## src/rtl/mult_accum.sv

```systemverilog
// Streaming multiply-accumulate: accepts a burst of operand pairs, registers
// each product, sums them into a wide accumulator and hands off the total.

module mult #(
  parameter bit IS_SIGNED = 1'b0,
  parameter int WIDTH     = 16
) (
  input  logic [WIDTH-1:0]   i_a,
  input  logic [WIDTH-1:0]   i_b,
  output logic [2*WIDTH-1:0] o_p
);
  logic [2*WIDTH-1:0] w_a_ext;
  logic [2*WIDTH-1:0] w_b_ext;

  // The low 2*WIDTH bits of the product of extended operands are exact for both signednesses.
  generate
    if (IS_SIGNED) begin : g_signed
      assign w_a_ext = {{WIDTH{i_a[WIDTH-1]}}, i_a};
      assign w_b_ext = {{WIDTH{i_b[WIDTH-1]}}, i_b};
    end else begin : g_unsigned
      assign w_a_ext = {{WIDTH{1'b0}}, i_a};
      assign w_b_ext = {{WIDTH{1'b0}}, i_b};
    end
  endgenerate

  assign o_p = w_a_ext * w_b_ext;
endmodule

module mult_accum #(
  parameter bit IS_SIGNED   = 1'b0,
  parameter int INPUT_WIDTH = 16,
  parameter int ACC_WIDTH   = 2*INPUT_WIDTH + 8,
  parameter int COUNT_WIDTH = 8
) (
  input  logic                   clk,
  input  logic                   rst,
  input  logic                   go,
  input  logic [COUNT_WIDTH-1:0] count,
  input  logic                   in_valid,
  output logic                   in_ready,
  input  logic [INPUT_WIDTH-1:0] in0,
  input  logic [INPUT_WIDTH-1:0] in1,
  output logic                   out_valid,
  input  logic                   out_ready,
  output logic [ACC_WIDTH-1:0]   result,
  output logic                   busy
);
  localparam int PW = 2*INPUT_WIDTH;

  typedef enum logic [1:0] {
    S_IDLE,
    S_ACCUM,
    S_DRAIN,
    S_DONE
  } state_t;

  state_t                 r_state;
  state_t                 w_next_state;
  logic [COUNT_WIDTH-1:0] r_remaining;
  logic [PW-1:0]          r_product;
  logic                   r_product_v;
  logic [ACC_WIDTH-1:0]   r_acc;
  logic [PW-1:0]          w_product;
  logic [ACC_WIDTH-1:0]   w_product_ext;
  logic                   w_accept;
  logic                   w_last;

  mult #(
    .IS_SIGNED (IS_SIGNED),
    .WIDTH     (INPUT_WIDTH)
  ) u_mult (
    .i_a (in0),
    .i_b (in1),
    .o_p (w_product)
  );

  generate
    if (ACC_WIDTH == PW) begin : g_ext_none
      assign w_product_ext = r_product;
    end else if (IS_SIGNED) begin : g_ext_sign
      assign w_product_ext = {{(ACC_WIDTH-PW){r_product[PW-1]}}, r_product};
    end else begin : g_ext_zero
      assign w_product_ext = {{(ACC_WIDTH-PW){1'b0}}, r_product};
    end
  endgenerate

  assign w_accept = in_valid && in_ready;
  assign w_last   = w_accept && (r_remaining == COUNT_WIDTH'(1));

  // NOTE: sequential state uses non-blocking assignments so every flop samples pre-edge values.
  always_ff @(posedge clk) begin
    if (rst) r_state <= S_IDLE;
    else     r_state <= w_next_state;
  end

  // NOTE: default assignment first so no path leaves the signal unassigned (no latch).
  always_comb begin
    w_next_state = r_state;
    case (r_state)
      S_IDLE:  if (go) w_next_state = (count == '0) ? S_DONE : S_ACCUM;
      S_ACCUM: if (w_last) w_next_state = S_DRAIN;
      S_DRAIN: w_next_state = S_DONE;
      S_DONE:  if (out_ready) w_next_state = S_IDLE;
      default: w_next_state = S_IDLE;
    endcase
  end

  always_comb begin
    in_ready  = (r_state == S_ACCUM);
    out_valid = (r_state == S_DONE);
    busy      = (r_state != S_IDLE);
  end

  always_ff @(posedge clk) begin
    if (rst) begin
      r_remaining <= '0;
      r_product   <= '0;
      r_product_v <= 1'b0;
      r_acc       <= '0;
    end else begin
      r_product_v <= w_accept;
      if (w_accept) begin
        r_product   <= w_product;
        r_remaining <= r_remaining - COUNT_WIDTH'(1);
      end
      // Starting a burst clears the sum; otherwise add the product registered last cycle.
      if ((r_state == S_IDLE) && go) begin
        r_remaining <= count;
        r_acc       <= '0;
      end else if (r_product_v) begin
        r_acc <= r_acc + w_product_ext;
      end
    end
  end

  assign result = r_acc;
endmodule

```

## config.mk

```make
export PLATFORM = sky130hd
export DESIGN_NAME = mult_accum
export DESIGN_NICKNAME = d
export VERILOG_FILES = /design/src/rtl/mult_accum.sv
export SDC_FILE = /design/constraint.sdc
export NUM_CORES = 1
export LEC_CHECK = 0
export BUFFER_PORTS_ARGS = -buffer_cell sky130_fd_sc_hd__buf_4
export CORE_MARGIN = 3
export CORE_UTILIZATION = 50
export CTS_CLUSTER_SIZE = 30
export DETAILED_ROUTE_END_ITERATION = 10
export MAX_ROUTING_LAYER = met4
export PLACE_DENSITY = 0.71
export SKIP_LAST_GASP = 1
export SYNTH_ARGS = -nofsm -noshare
export SYNTH_HDL_FRONTEND = slang
export SYNTH_SLANG_ARGS = --single-unit
```

## constraint.sdc

```tcl
create_clock -name clk -period 7 [get_ports clk]
set_clock_uncertainty 0.1 [all_clocks]
set_input_delay 1.4 -clock clk [delete_from_list [all_inputs] [get_ports clk]]
set_output_delay 1.4 -clock clk [all_outputs]
set_load 0.005 [all_outputs]
```

==> results of run 1 <==
[worst paths after layout]
path	end	slack, ns	cells past startpoint	start
worst max register to register	result[36]$_SDFFE_PP0P_	3.67	11	result[0]$_SDFFE_PP0P_
worst max-delay path	r_product[29]$_SDFFE_PP0P_	0.34	19	in1[4]
worst min register to register	r_product[13]$_SDFFE_PP0P_	0.36	2	r_product[13]$_SDFFE_PP0P_
worst min-delay path	r_product[13]$_SDFFE_PP0P_	0.36	2	r_product[13]$_SDFFE_PP0P_
[metal layers]
metal  vias up  routed length [um]  part of all wire (%)
met5         -                   0                     0
met4         0                 527                   1.7
met3        46                1020                   3.3
met2       219               16400                    53
met1      5490               13000                    42
li1       5339                   -                     -
[through the flow]
step / setup TNS [ns] / area [um2]
3_5_place_dp: -0.0635 / 14700
6_report: 0 / 15000
2_1_floorplan: 0 / 13500
5_1_grt: 0 / 15000
3_3_place_gp: 0 / 14700
4_1_cts: 0 / 15000
[cell usage in the layout (no fill, tap or decap), types with 15 or more instances in the layout]
cell and count:
a211oi_1 17, a21o_1 34, a21oi_1 82, and2_1 121
and3_1 15, buf_4 134, dfxtp_1 83, fa_1 195
ha_1 143, inv_1 251, mux2i_1 23, nand2_1 234
nand3_1 30, nor2_1 66, nor3_1 19, o21ai_0 28
xnor2_1 31
[cells by family after synthesis]
| logic type | after synthesis |
|---|---|
| xor+xnor | 45 |
| mux | 23 |
| simple gates | 540 |
| fa+ha+maj | 338 |
| flops | 83 |
| compound gates | 256 |
| buf+inv | 315 |
[synthesized netlist by cell type (5+ instances only)]
cell / number / area share (%)
a211o_1: 5 / 0.32
a211oi_1: 17 / 0.94
a21o_1: 34 / 1.9
a21oi_1: 82 / 3.0
a31oi_1: 6 / 0.28
and2_1: 121 / 5.6
and3_1: 15 / 0.69
clkbuf_1: 56 / 1.6
dfxtp_1: 83 / 12
fa_1: 195 / 29
ha_1: 143 / 13
inv_1: 251 / 7.0
mux2i_1: 23 / 1.7
nand2_1: 234 / 6.5
nand2b_1: 11 / 0.51
nand3_1: 30 / 1.1
nand4_1: 8 / 0.37
nor2_1: 66 / 1.8
nor3_1: 19 / 0.70
nor4_1: 5 / 0.23
o211ai_1: 7 / 0.39
o21a_1: 6 / 0.33
o21ai_0: 28 / 1.0
o21ai_1: 7 / 0.26
o21bai_1: 14 / 0.78
o31ai_1: 5 / 0.28
or2_2: 5 / 0.23
or3_1: 6 / 0.28
xnor2_1: 31 / 2.0
xor2_1: 14 / 0.91
[state kept, by name (all words and copies together) (netlist names)]
| signal | flops |
|---|---|
| result | 40 |
| r_product | 32 |
| r_remaining | 8 |
| r_state | 2 |
| r_product_v | 1 |
[power by group]
group          leakage, nW  switching (mW)  internal [mW]
logic                 6.60            3.17           2.59
registers            0.673          0.0567          0.550
clock network        0.136           0.207          0.253
total                 7.41            3.44           3.40
[worst min-delay path, delay by kind of cell, from the launching register on]
| family | cells | cell delay (ns) |
|---|---|---|
| simple gates | 1 | 0.05 |
| compound gates | 1 | 0.05 |
| flops | 1 | 0.31 |
[layout make-up]
type,instances,area share [%]
inverters,252,6.30
clock inverters,6,0.308
flip-flops and latches,83,11.1
clock buffers,10,1.59
well taps,335,2.79
multi-input cells,1202,71.1
repair buffers,135,6.83
==> impl_metrics.yaml, run 1 <==
drt:
  first_pass_iters: 5
  drc: 0
  via_per_inst: 5.48
  ant_nets: 0
  drtIter0Drc: 507
  wl_um: 30900
  vias: 11100
  wl_per_cell_um: 15.3
logic_synthesis:
  seq_area_frac_synth_pct: 12.3
  synth_compound_area_share_pct: 13.0
  synth_top_family_by_area: "adder cells"
  syn_area_mm2: 0.0135
  async_reset_ff_share_pct: 0
  syn_area_per_cell_um2: 8.45
  synth_xor_area_share_pct: 2.91
  synth_fp_nets: 1983
  synthCells: 1600
  synth.area.mux_share_pct: 1.70
  synth_edf_count: 0
  ys_ff_latch: 83
  yosys.area_share.simple_pct: 19.2
  yosys_warnings: 0
  synth_ff_type: "dfxtp_1"
  yosys.cell_types.count: 76
  synthAdderAreaFrac_pct: 42.1
cells_and_area:
  fin_util_pct: 57.0
  drive_above_1_share_pct: 10.3
  stdcell_count: 2023
  areaGrowthSynthToFinish_pct: 11.0
  register_area_mm2: 0.00166
  antennaDiodeCount: 0
  multi_input_area_mm2: 0.0107
  layout.nets: 2066
  nFillCells: 2409
placement:
  gp_congestion: 0.905
  hpwl_um: 25800
  place_ws_ns: -0.0273
  dp.cells: 2007
  portBuffers: 87
setup_path:
  critPathArrivalTime_ns: 6.79
  cpMostUsedCell: "fa_1"
  crit_required_ns: 7.13
  critPathMaxStageDelay_ns: 0.55
  critical_path_class: "primary input to register"
  crit_slowest_cell: "fa_1"
  cp-start-kind: "primary input"
  critPathMaxFanout: 4
  crit_chain: "buf_4, and2_1, fa_1, inv_1, fa_1, fa_1, fa_1, inv_1, fa_1, fa_1, ha_1, a41oi_2, o21ai_1, a221oi_2, o21a_1, o2111ai_1, a41oi_1, xor2_1, o21ai_1"
  worstSetupEndpointType: "register"
  crit_buf_inv: 3
  cp_top_family: "adder cells"
grt:
  grt_pass1_wl_um: 52900
  grt_max_degree: 43
  grt_antenna_before_repair: 0
  grt_remaining_overflow: 0
  use_met2_pct: 40.0
  first_global_vias: 11300
  gr-max-usage-layer: "met2"
  grt_use_total_pct: 22.6
  grt_util_met3_pct: 2.18
  use_met1_pct: 28.4
floorplanning:
  core_mm2: 0.0264
  die_height_um: 170
  dieArea_mm2: 0.0291
  die_w_um: 170
  rows: 59
  start_util_pct: 51.3
  io_pins: 88
timing:
  max-slew-margin-rel_pct: 26.8
  setup_viol: 0
  grt_setup_unrepaired: "no"
  min_period_over_period_pct: 95.2
  fin_hold_ws_ns: 0.358
  drv_slew: 0
  hold_viol_final: 0
  setup_slack_ns: 0.339
  min_period_ns: 6.66
  tightest_slew_ns: 1.10
  fmax_mhz: 150
power_and_ir_drop:
  p_per_area_mw_per_mm2: 455
  peakVddDrop_mv: 0.618
  leakagePower_nw: 7.41
  power_mw: 6.84
status:
  outcome: "finished, final reports clean"
clocking:
  cts_setup_buffers: 0
  tritoncts: "yes"
  cts.path.max_buffers: 2
  clkLatencyLatePin_ns: 0.34
  clk_pin_slew_ns: 0.07
  htree_levels: 3
  cts_buffers: 9
  hold_buffers: 0
  cts.sinks: 83
  cts_resized: 0
  cts_root_buffer: "clkbuf_16"
run:
  cap_viol_max_count: 0
worst_hold_path:
  holdCritPathClass: "register to register"
(Power assumes the default switching activity.)
==> run 2: changes to the inputs <==
- ABC_AREA: unset -> 1
==> impl_metrics.yaml, run 2 <==
status:
  outcome: "finished, final reports clean"
worst_hold_path:
  holdCritPathClass: "register to register"
  min_from: "result[39]$_SDFFE_PP0P_"
grt:
  grt_remaining_overflow: 0
  use_met1_pct: 32.3
  gr-max-usage-layer: "met2"
  grt_pass1_wl_um: 69300
  grt_max_degree: 65
  grt_util_met3_pct: 2.12
  grt_antenna_before_repair: 0
  use_met2_pct: 46.0
  grt_use_total_pct: 26.3
  first_global_vias: 14000
logic_synthesis:
  yosys_warnings: 0
  ys_ff_latch: 83
  synth_fp_nets: 2729
  synth_commonest_cells: "699 x nand2_1, 562 x inv_1, 195 x fa_1"
  synth_edf_count: 0
  async_reset_ff_share_pct: 0
  synthCells: 2346
  syn_area_per_cell_um2: 6.60
  ys_top_cells_by_area: "fa_1 25%, nand2_1 17%, inv_1 14%"
  yosysMostFrequentCell: "nand2_1"
  yosys.cell_types.count: 46
  synth_top_area_share_pct: 25.2
  seq_area_frac_synth_pct: 10.7
  yosysTopAreaCell: "fa_1"
  synth_ff_type: "dfxtp_1"
  syn_area_mm2: 0.0155
timing:
  min_period_over_period_pct: 91.8
  setup_viol: 0
  grt_setup_unrepaired: "no"
  hold_viol_final: 0
  tightest_slew_ns: 0.993
  drv_slew: 0
  max-slew-margin-rel_pct: 33.7
  setup_tns_ns: 0
  fmax_mhz: 156
  min_period_ns: 6.43
placement:
  portBuffers: 87
  gp_congestion: 0.991
  hpwl_um: 35300
clocking:
  cts_setup_buffers: 0
  clkLatencyLatePin_ns: 0.34
  cts_resized: 0
  hold_buffers: 0
  cts_root_buffer: "clkbuf_16"
  tritoncts: "yes"
  cts.path.max_buffers: 2
  htree_levels: 3
  clk_pin_slew_ns: 0.07
  cts_buffers: 9
  cts.sinks: 83
floorplanning:
  start_util_pct: 51.4
  io_pins: 88
  die_w_um: 182
  dieArea_mm2: 0.0331
  core_mm2: 0.0301
  die_height_um: 182
  rows: 63
drt:
  via_per_inst: 5.05
  wl_per_cell_um: 15.2
  drtIter0Drc: 823
  first_pass_iters: 5
  drc: 0
  wl_um: 41900
  vias: 13900
  ant_nets: 0
setup_path:
  crit_start: "in0[7]"
  critical_path_class: "primary input to register"
  crit_required_ns: 7.14
  critPathMaxFanout: 16
  worstSetupEndpointType: "register"
  cp-start-kind: "primary input"
  critPathArrivalTime_ns: 6.57
  r2r-start: "r_product[0]$_SDFFE_PP0P_"
run:
  cap_viol_max_count: 0
cells_and_area:
  drive_above_1_share_pct: 8.10
  areaGrowthSynthToFinish_pct: 7.57
  largest_register_ffs: 40
  fin_util_pct: 55.3
  antennaDiodeCount: 0
  final_cell_mix: "699 x nand2_1, 562 x inv_1, 195 x fa_1, 187 x nor2_1, 143 x ha_1"
  layout.nets: 2748
  mostFrequentLayoutCell: "nand2_1"
power_and_ir_drop:
  leakagePower_nw: 9.93
  seq_power_share_pct: 8.9
  combPwrFrac_pct: 84.1
  p_sw_mw: 4.37
  p_per_area_mw_per_mm2: 447
  peakVddDrop_mv: 0.380
  p_int_mw: 3.08
  swShare_pct: 58.7
  clock_power_share_pct: 7.0
==> run 2: cell families after synthesis <==
group | Yosys count | synth area share (%)
DFF | 83 | 10.7
buffers and inverters | 659 | 16.1
adders and majority gates | 338 | 36.7
AOI/OAI and AO/OA | 156 | 5.61
xor gates and xnor gates | 34 | 1.92
and+or+nand+nor | 1076 | 28.9
==> run 2: routing by layer <==
metal	vias up	wire (um)
met5	-	0
met4	0	1330
met3	80	1960
met2	378	20600
met1	6554	18000
li1	6930	-
==> run 2: power groups by stage <==
stage	registers [mW]	logic, mW	clock network (mW)
CTS	0.661	6.28	0.528
detailed placement	0.671	6.24	0
floorplan	0.632	4.70	0
global route	0.671	7.22	0.549
global placement	0.667	6.19	0
finish	0.664	6.26	0.520
==> run 2: critical path, stage by stage <==
cell and delay, ns:
buf_4 0.19, nand2_1 0.08, inv_1 0.05, fa_1 0.52, inv_1 0.05, fa_1 0.46
fa_1 0.53, fa_1 0.55, inv_1 0.05, fa_1 0.50, fa_1 0.49, ha_1 0.37
nand2_1 0.20, inv_1 0.06, a21boi_1 0.31, nand3_1 0.23, nand3_1 0.15, nand2_1 0.06
nand2_1 0.06, nand3_1 0.09, nand2_1 0.10, inv_1 0.04
==> run 2: area by class of cell <==
| type | instances | area [um2] |
|---|---|---|
| clock inverters | 6 | 88.8 |
| repair buffers | 94 | 706 |
| clock buffers | 10 | 229 |
| flip-flops and latches | 83 | 1660 |
| fillers | 3016 | 13400 |
| well taps | 390 | 488 |
| multi-input cells | 1604 | 11300 |
| inverters | 573 | 2150 |
==> run 2: final timing paths <==
check / end / cells after the start / slack, ns
worst min register to register: result[39]$_SDFFE_PP0P_ / 2 / 0.38
worst max register to register: result[26]$_SDFFE_PP0P_ / 15 / 4.40
worst max-delay path: r_product[28]$_SDFFE_PP0P_ / 22 / 0.57
worst min-delay path: result[39]$_SDFFE_PP0P_ / 2 / 0.38
==> run 2: through the flow <==
step	instance area [um2]	setup WS (ns)	hold slack, ns	std cells	total power, mW
5_1_grt	16700	0.304	0.415	2760	8.44
4_1_cts	16700	0.565	0.385	2760	7.47
6_report	16700	0.572	0.377	2760	7.45
2_1_floorplan	15500	0.488	0.354	2346	5.33
3_5_place_dp	16300	0.217	0.375	2744	6.91
3_3_place_gp	16300	0.236	0.360	2744	6.86
==> run 3: changes to the inputs <==
- CELL_PAD_IN_SITES_DETAIL_PLACEMENT: unset -> 1
- CELL_PAD_IN_SITES_GLOBAL_PLACEMENT: unset -> 2
- CORE_UTILIZATION: 50 -> 32
- PLACE_DENSITY: 0.71 -> 0.79
==> impl_metrics.yaml, run 3 <==
clocking:
  cts.path.max_buffers: 2
  hold_buffers: 0
  htree_levels: 3
  cts_root_buffer: "clkbuf_16"
  cts.sinks: 83
  cts_resized: 0
  cts_setup_buffers: 0
  cts_buffers: 9
placement:
  hpwl_um: 42500
  portBuffers: 87
  place_area_mm2: 0.0166
  gp_congestion: 0.887
status:
  stop_stage: "detailed routing"
  outcome: "aborted with a tool error"
  stop_error: "[ERROR DRT-0255] Maze Route cannot find path of net clk in worker of routeBox ( 193200 0 ) ( 226020 48300 )."
logic_synthesis:
  synth_commonest_cells: "699 x nand2_1, 562 x inv_1, 195 x fa_1"
  synth_edf_count: 0
  synth_fp_nets: 2729
  yosysMostFrequentCell: "nand2_1"
  yosys.cell_types.count: 46
  syn_area_per_cell_um2: 6.60
  synthCells: 2346
  syn_area_mm2: 0.0155
  synth_ff_type: "dfxtp_1"
  synth_top_area_share_pct: 25.2
  async_reset_ff_share_pct: 0
  ys_ff_latch: 83
  yosys_warnings: 0
  ys_top_cells_by_area: "fa_1 25%, nand2_1 17%, inv_1 14%"
  seq_area_frac_synth_pct: 10.7
  yosysTopAreaCell: "fa_1"
floorplanning:
  rows: 79
  die_height_um: 226
  die_w_um: 226
  io_pins: 88
  start_util_pct: 32.9
grt:
  grt_pass1_wl_um: 81700
  grt_antenna_before_repair: 0
  first_global_vias: 15400
  grt_max_degree: 65
  grt_use_total_pct: 20.9
  grt_remaining_overflow: 0
==> run 3: cell counts after synthesis <==
Identical to the previous run, type by type.
==> run 3: logic make-up after synthesis <==
group                      synth area share, %
buffers and inverters                     16.1
DFF                                       10.7
AOI/OAI and AO/OA                         5.61
adders and majority gates                 36.7
and+or+nand+nor                           28.9
xor gates and xnor gates                  1.92
==> run 3: metrics by stage <==
stage	hold slack [ns]	worst slack [ns]	cells	util, %
floorplan	0.354	0.488	2346	-
global placement	0.360	0.215	2958	35.2
detailed placement	0.376	0.136	2958	35.2
CTS	0.387	0.532	2973	35.8
global route	0.426	0.263	2973	35.8
==> run 3: layer usage <==
metal / global-route usage [%]
met2: 37.2
met1: 25.5
met3: 1.52
met4: 5.64
met5: -
==> run 4: changes to the inputs <==
- CELL_PAD_IN_SITES_DETAIL_PLACEMENT: 1 -> unset
- CELL_PAD_IN_SITES_GLOBAL_PLACEMENT: 2 -> unset
- CORE_UTILIZATION: 32 -> 35
- CTS_CLUSTER_SIZE: 30 -> unset
- MAX_ROUTING_LAYER: met4 -> unset
- PLACE_DENSITY: 0.79 -> unset
- PLACE_DENSITY_LB_ADDON: unset -> 0.15
- clock period: 7 -> 9.1 ns (I/O delays scaled with it)
==> impl_metrics.yaml, run 4 (synthesis results as in run 2) <==
drt:
  wl_per_cell_um: 15.0
  drtIter0Drc: 613
  first_pass_iters: 5
  drc: 0
  via_per_inst: 4.63
  wl_um: 44300
  vias: 13700
  ant_nets: 0
setup_path:
  critPathArrivalTime_ns: 7.04
  crit_required_ns: 9.26
  critical_path_class: "primary input to register"
  critPathMaxFanout: 16
  cp-start-kind: "primary input"
  reg2reg_setup_slack_ns: 6.50
  worstSetupEndpointType: "register"
power_and_ir_drop:
  seq_power_share_pct: 8.8
  leakagePower_nw: 9.92
  power_mw: 5.79
  peakVddDrop_mv: 0.227
  clock_power_share_pct: 7.4
  swShare_pct: 58.7
  p_sw_mw: 3.40
  p_per_area_mw_per_mm2: 342
  p_int_mw: 2.39
  combPwrFrac_pct: 83.8
cells_and_area:
  areaGrowthSynthToFinish_pct: 9.09
  final_cell_mix: "699 x nand2_1, 562 x inv_1, 195 x fa_1, 187 x nor2_1, 143 x ha_1"
  drive_above_1_share_pct: 7.95
  register_area_mm2: 0.00166
  nFillCells: 4772
  largest_register_ffs: 40
  layout.nets: 2744
  fin_util_pct: 39.0
  mostFrequentLayoutCell: "nand2_1"
  post-route-cell-area_mm2: 0.0169
  antennaDiodeCount: 0
  multi_input_area_mm2: 0.0113
floorplanning:
  die_height_um: 216
  die_w_um: 216
  core_mm2: 0.0434
  io_pins: 88
  dieArea_mm2: 0.0468
  rows: 76
  start_util_pct: 35.7
placement:
  gp_congestion: 0.888
  portBuffers: 87
  place_area_mm2: 0.0166
  hpwl_um: 37700
clocking:
  cts_buffers: 9
  clkLatencyLatePin_ns: 0.36
  htree_levels: 3
  cts.sinks: 83
  clk_pin_slew_ns: 0.06
  cts_resized: 0
  cts.path.max_buffers: 2
  cts_root_buffer: "clkbuf_16"
  cts_setup_buffers: 0
  hold_buffers: 0
  tritoncts: "yes"
grt:
  grt_remaining_overflow: 0
  grt_antenna_before_repair: 0
  grt_use_total_pct: 19.5
  first_global_vias: 14100
  grt_max_degree: 65
  grt_pass1_wl_um: 73600
worst_hold_path:
  holdCritPathClass: "register to register"
timing:
  min_period_ns: 6.89
  min_period_over_period_pct: 75.7
  grt_setup_unrepaired: "no"
  hold_viol_final: 0
  drv_slew: 0
  tightest_slew_ns: 1.02
  fmax_mhz: 145
  setup_tns_ns: 0
  setup_viol: 0
  max-slew-margin-rel_pct: 31.7
status:
  outcome: "finished, final reports clean"
run:
  cap_viol_max_count: 0
[run 4: critical path: stages]
cell and delay (ns):
buf_4 0.22, nand2_1 0.12, fa_1 0.53, fa_1 0.54, fa_1 0.54, inv_1 0.06, fa_1 0.45, fa_1 0.51
inv_1 0.05, fa_1 0.47, inv_1 0.04, ha_1 0.39, a21oi_1 0.13, o21ai_0 0.41, a21oi_1 0.08, nand2_1 0.18
nand2_1 0.11, nand3_1 0.09, nand3_1 0.13, nand2_1 0.13, inv_1 0.04
[run 4: area by class of cell]
class,instances,area share [%]
repair buffers,90,4.00
flip-flops and latches,83,9.84
clock buffers,9,1.33
multi-input cells,1604,67.1
clock inverters,6,0.681
well taps,585,4.33
inverters,573,12.7
[run 4: path summary, 6_finish.rpt]
check / from / depth (start not counted) / endpoint
worst max-delay path: in0[13] / 21 / r_product[26]$_SDFFE_PP0P_
worst min-delay path: result[39]$_SDFFE_PP0P_ / 2 / result[39]$_SDFFE_PP0P_
worst max register to register: r_product[0]$_SDFFE_PP0P_ / 15 / result[26]$_SDFFE_PP0P_
worst min register to register: result[39]$_SDFFE_PP0P_ / 2 / result[39]$_SDFFE_PP0P_
[run 4: stage by stage]
stage,instances,hold slack [ns],setup WS [ns]
final,2950,0.379,2.21
after global routing,2950,0.417,1.93
after CTS,2950,0.385,2.21
after detailed placement,2935,0.376,1.82
after global placement,2935,0.361,1.83
after floorplan,2346,0.354,2.17
[run 4: power by group through the flow]
stage          clock network (mW)  logic, mW  registers [mW]
2_1_floorplan                   0       3.61           0.486
3_3_place_gp                    0       4.90           0.515
3_5_place_dp                    0       4.89           0.517
4_1_cts                     0.438       4.92           0.509
5_1_grt                     0.456       5.63           0.518
6_report                    0.427       4.85           0.509
[run 4: routing by layer]
| layer | vias up | GRT usage, % | wire (um) |
|---|---|---|---|
| li1 | 6926 | - | - |
| met1 | 6460 | 25.5 | 20600 |
| met2 | 230 | 35.2 | 21500 |
| met3 | 52 | 1.22 | 1210 |
| met4 | 0 | 5.17 | 1040 |
| met5 | - | 0 | 0 |
